[src/rtl/adder_share_arbiter.sv]
// One registered adder shared by NREQ requesters through a round-robin arbiter.
// The result register is a one-deep skid: it refills in the same cycle it drains.
module adder_share_arbiter #(
    parameter int unsigned NREQ  = 4,
    parameter int unsigned WIDTH = 8,
    parameter int unsigned IDW   = $clog2(NREQ),
    parameter int unsigned CNTW  = 16
) (
    input  logic                  clk,
    input  logic                  rst,
    input  logic [NREQ-1:0]       req_valid,
    output logic [NREQ-1:0]       req_ready,
    input  logic [NREQ*WIDTH-1:0] req_a,
    input  logic [NREQ*WIDTH-1:0] req_b,
    output logic                  res_valid,
    input  logic                  res_ready,
    output logic [WIDTH-1:0]      res_sum,
    output logic                  res_carry,
    output logic [IDW-1:0]        res_id,
    output logic [CNTW-1:0]       ops_count,
    output logic                  busy
);

    typedef enum logic {StEmpty, StFull} state_e;

    state_e           r_state;
    state_e           w_state_d;
    logic [IDW-1:0]   r_ptr;
    logic [WIDTH-1:0] r_sum;
    logic             r_carry;
    logic [IDW-1:0]   r_id;
    logic [CNTW-1:0]  r_cnt;

    logic             w_found;
    logic [IDW-1:0]   w_win;
    logic [IDW-1:0]   w_idx;
    logic             w_can_accept;
    logic             w_grant;
    logic [NREQ-1:0]  w_onehot;
    logic [WIDTH-1:0] w_a;
    logic [WIDTH-1:0] w_b;
    logic [WIDTH:0]   w_sum_full;
    logic [IDW-1:0]   w_ptr_next;

    // Scan from the pointer, wrapping modulo NREQ; first valid requester wins.
    always_comb begin
        w_found = 1'b0;
        w_win   = '0;
        w_idx   = '0;
        for (int unsigned k = 0; k < NREQ; k++) begin
            w_idx = IDW'((32'(r_ptr) + k) % NREQ);
            if (!w_found && req_valid[w_idx]) begin
                w_found = 1'b1;
                w_win   = w_idx;
            end
        end
    end

    assign w_can_accept = (r_state == StEmpty) | res_ready;
    assign w_grant      = w_found & w_can_accept & ~rst;
    assign w_onehot     = {{(NREQ-1){1'b0}}, 1'b1} << w_win;
    assign req_ready    = w_grant ? w_onehot : '0;

    assign w_a        = req_a[w_win*WIDTH +: WIDTH];
    assign w_b        = req_b[w_win*WIDTH +: WIDTH];
    assign w_sum_full = {1'b0, w_a} + {1'b0, w_b};
    assign w_ptr_next = (w_win == IDW'(NREQ - 1)) ? '0 : w_win + 1'b1;

    always_comb begin
        w_state_d = r_state;
        unique case (r_state)
            StEmpty: if (w_grant) w_state_d = StFull;
            StFull:  if (!w_grant && res_ready) w_state_d = StEmpty;
            default: w_state_d = StEmpty;
        endcase
    end

    always_ff @(posedge clk) begin
        if (rst) begin
            r_state <= StEmpty;
            r_ptr   <= '0;
            r_sum   <= '0;
            r_carry <= 1'b0;
            r_id    <= '0;
            r_cnt   <= '0;
        end else begin
            r_state <= w_state_d;
            if (w_grant) begin
                r_sum   <= w_sum_full[WIDTH-1:0];
                r_carry <= w_sum_full[WIDTH];
                r_id    <= w_win;
                r_ptr   <= w_ptr_next;
            end
            // Saturating count of delivered results.
            if ((r_state == StFull) && res_ready && (r_cnt != '1)) begin
                r_cnt <= r_cnt + 1'b1;
            end
        end
    end

    assign res_valid = (r_state == StFull);
    assign busy      = (r_state == StFull);
    assign res_sum   = r_sum;
    assign res_carry = r_carry;
    assign res_id    = r_id;
    assign ops_count = r_cnt;

endmodule

[config.mk]
export PLATFORM = sky130hd
export DESIGN_NAME = adder_share_arbiter
export DESIGN_NICKNAME = d
export VERILOG_FILES = /design/src/rtl/adder_share_arbiter.sv
export SDC_FILE = /design/constraint.sdc
export NUM_CORES = 1
export LEC_CHECK = 0
export CELL_PAD_IN_SITES_DETAIL_PLACEMENT = 0
export CELL_PAD_IN_SITES_GLOBAL_PLACEMENT = 1
export CORE_MARGIN = 8
export CORE_UTILIZATION = 31
export CTS_CLUSTER_SIZE = 24
export DETAILED_ROUTE_END_ITERATION = 7
export PLACE_DENSITY = 0.87
export SYNTH_ARGS = -nofsm -noshare
export SYNTH_HDL_FRONTEND = slang
export SYNTH_SLANG_ARGS = --single-unit
[constraint.sdc]
create_clock -name clk -period 3.7 [get_ports clk]
set_input_delay 0.74 -clock clk [delete_from_list [all_inputs] [get_ports clk]]
set_output_delay 0.74 -clock clk [all_outputs]
set_load 0.01 [all_outputs]
==> impl_metrics.tcl <==
set metrics [dict create \
    outcome "completed" \
    max_freq_ghz 0.279 \
    drt_wl_total_mm 7.46 \
    synth_cell_types 54 \
    critPathMaxStageDelay_ns 0.54 \
    nets 474 \
    drc 0 \
    viasPerCell 4.82 \
    crit_chain "clkdlybuf4s50_1 > buf_4 > nor4_4 > nor2_2 > buf_12 > inv_1 > ha_1 > and3_1 > clkdlybuf4s50_1" \
    required_ns 2.96 \
    num_io_pins 104 \
    portBuffers 103 \
    route.met2.wl_mm 3.21 \
    ys_seq_area_frac 0.247 \
    synthCells 264 \
    p_clk_frac 0.183 \
    worst_pin_slew_ns 0.518 \
    antennaDiodeCount 0 \
    synth_edf_count 0 \
    cap_violations 0 \
    syn_area_um2 2430 \
    drive_above_1_share 0.128 \
    syn_area_per_cell_um2 9.21 \
    clock_sinks 30 \
    grt_pass1_wl_mm 11.8 \
    skew_ns 0.00464 \
    place_congestion 0.817 \
    fin_area_um2 3780 \
    p_seq_frac 0.275 \
    vdd_ir_drop_max_mv 0.217 \
    slowest_stage "clkdlybuf4s50_1" \
    post-route-min-period_ns 3.59 \
    hold_viol_final 0 \
    start_kind "primary input" \
    grt_use_total 0.128 \
    rows 32 \
    h-tree-depth 2 \
    cts_root_buffer "clkbuf_8" \
    n_fill_cell 731 \
    period_share 0.970 \
    finalSetupViolations 0 \
    total_power_uw 1440 \
    antenna_found_initial 0 \
    final_cell_mix "102 x clkdlybuf4s50_1, 51 x mux2i_1, 30 x dfxtp_1, 27 x buf_4, 26 x nor2_1" \
    ys.warnings.count 0 \
    reg2regPathDepth 13 \
    drtIter0Drc 44 \
    power-per-cell-area_nw_per_um2 382 \
    synthArstFlopShare 0 \
    cts_tree "built" \
    placed_cell_area_um2 3630 \
    worstSetupEndpointType "output port" \
    highest_layer "met4" \
    insertion_delay_ns 0.27 \
    instances_no_fill 492 \
    grt_pass1_vias 2353 \
    dp_hpwl_mm 5.98 \
    mostFrequentLayoutCell "clkdlybuf4s50_1" \
    swShare 0.336 \
    dieHeight_um 105 \
    start_util 0.318 \
    combinationalPowerShare 0.542 \
    power.switching_uw 485 \
    grt_start_max_net_pins 31 \
    die-area_um2 10900 \
    critPathMostFrequentCell "clkdlybuf4s50_1" \
    dp.cells 477 \
    vias 2370 \
    r2r_slack_ns 0.80 \
    hold_depth 2 \
    cellLeakagePower_uw 0.00155 \
    p_int_uw 959 \
    clk_path_buf_depth 2 \
    die_x_um 105 \
    syn_to_final_growth_pct 55.4 \
    synth_ff_type "dfxtp_1" \
    synth_nets 349 \
    routedWlPerCell_um 15.2 \
    wl_met1_mm 3.61 \
    ant_nets 0 \
    cts_buffers 5 \
    tns_ns 0 \
    worstHoldPathType "reg -> reg" \
    timing.final.max_slew_violations 0 \
    max_slew_margin 0.655 \
    utilization 0.494 \
    fp.coreArea_um2 7650 \
    cp_max_fo 12 \
    path_clk_slew_ns 0.06 \
    first_pass_iters 4 \
    gr-total-overflow 0 \
    ys_ff_latch 30 \
    worstSetupPathType "in -> out" \
    rsz0062_at_grt "false" \
    cp.arrival_ns 2.85 \
    wl_met3_um 566 \
]
[synth_stat cells (3+ instances only)]
cell type	n	area, um^2
o21ai_1	4	20.0
buf_6	3	33.8
clkbuf_1	3	11.3
nand2b_1	4	25.0
nand3_1	6	30.0
a21oi_1	13	65.1
buf_4	3	22.5
nor3_1	4	20.0
ha_1	13	163
and3_1	7	43.8
o21ai_0	5	25.0
xor2_1	13	114
nand4_1	7	43.8
nor2_1	26	97.6
mux2i_1	51	510
nand2_1	16	60.1
inv_1	7	26.3
a211oi_1	3	22.5
dfxtp_1	30	601
[area by class of cell]
| class | count | area, um^2 | share of cell area |
|---|---|---|---|
| Clock inverter | 1 | 5.00 | 0.00132 |
| Timing Repair Buffer | 131 | 1260 | 0.332 |
| Inverter | 7 | 26.3 | 0.00695 |
| Clock buffer | 7 | 86.3 | 0.0228 |
| Sequential cell | 30 | 601 | 0.159 |
| Multi-Input combinational cell | 214 | 1680 | 0.444 |
| Tap cell | 102 | 128 | 0.0338 |
[worst max-delay path: cells and delay by family]
family	cells	cell delay, ns
buf+inv	5	1.44
fa+ha+maj	1	0.14
simple gates	3	0.53
[logic make-up (layout without fill, tap and decap cells)]
logic type / Yosys count / after routing / synth area share
AO/OA/AOI/OAI: 48 / 48 / 0.141
XOR/XNOR: 15 / 15 / 0.0540
adder cells (fa/ha/maj): 14 / 14 / 0.0751
buffers and inverters: 20 / 146 / 0.0633
flip-flops: 30 / 30 / 0.247
multiplexers: 53 / 53 / 0.222
AND/OR/NAND/NOR: 84 / 84 / 0.198
[state kept, by name, indices dropped and copies added, names as in the netlist]
register,cells
res_id,2
busy,1
res_carry,1
res_sum,8
ops_count,16
r_ptr,2
[worst paths after layout]
check	from	to
worst min register to register	res_sum[6]	res_sum[6]
worst max register to register	r_ptr[1]	res_sum[6]
worst max-delay path	req_valid[0]	req_ready[0]
worst min-delay path	res_sum[6]	res_sum[6]
[per-layer routing]
metal	vias up	GRT usage
met1	1047	0.164
met2	99	0.208
met5	-	0
li1	1215	-
met4	0	0.0275
met3	9	0.0393
[power by group through the flow]
stage                     logic (uW)  clock network, uW  registers (uW)
after global routing             860                289             402
after global placement           756                  0             404
final                            783                264             397
after CTS                        774                275             398
after detailed placement         770                  0             405
after floorplan                  454                  0             417
[per-stage QoR]
step	hold slack (ns)	setup WS (ns)
after global routing	0.474	0.00139
after detailed placement	0.452	-0.125
after global placement	0.444	-0.0109
after floorplan	0.476	0.574
final	0.459	0.111
after CTS	0.460	0.0562
[what timing repair did]
action | CTS | global route
gates resized for setup | 0 | 1
setup buffers | 0 | 7
setup endpoints to repair | 0 | 5
hold buffers | 0 | 0
Power figures use the tool's default switching activity.
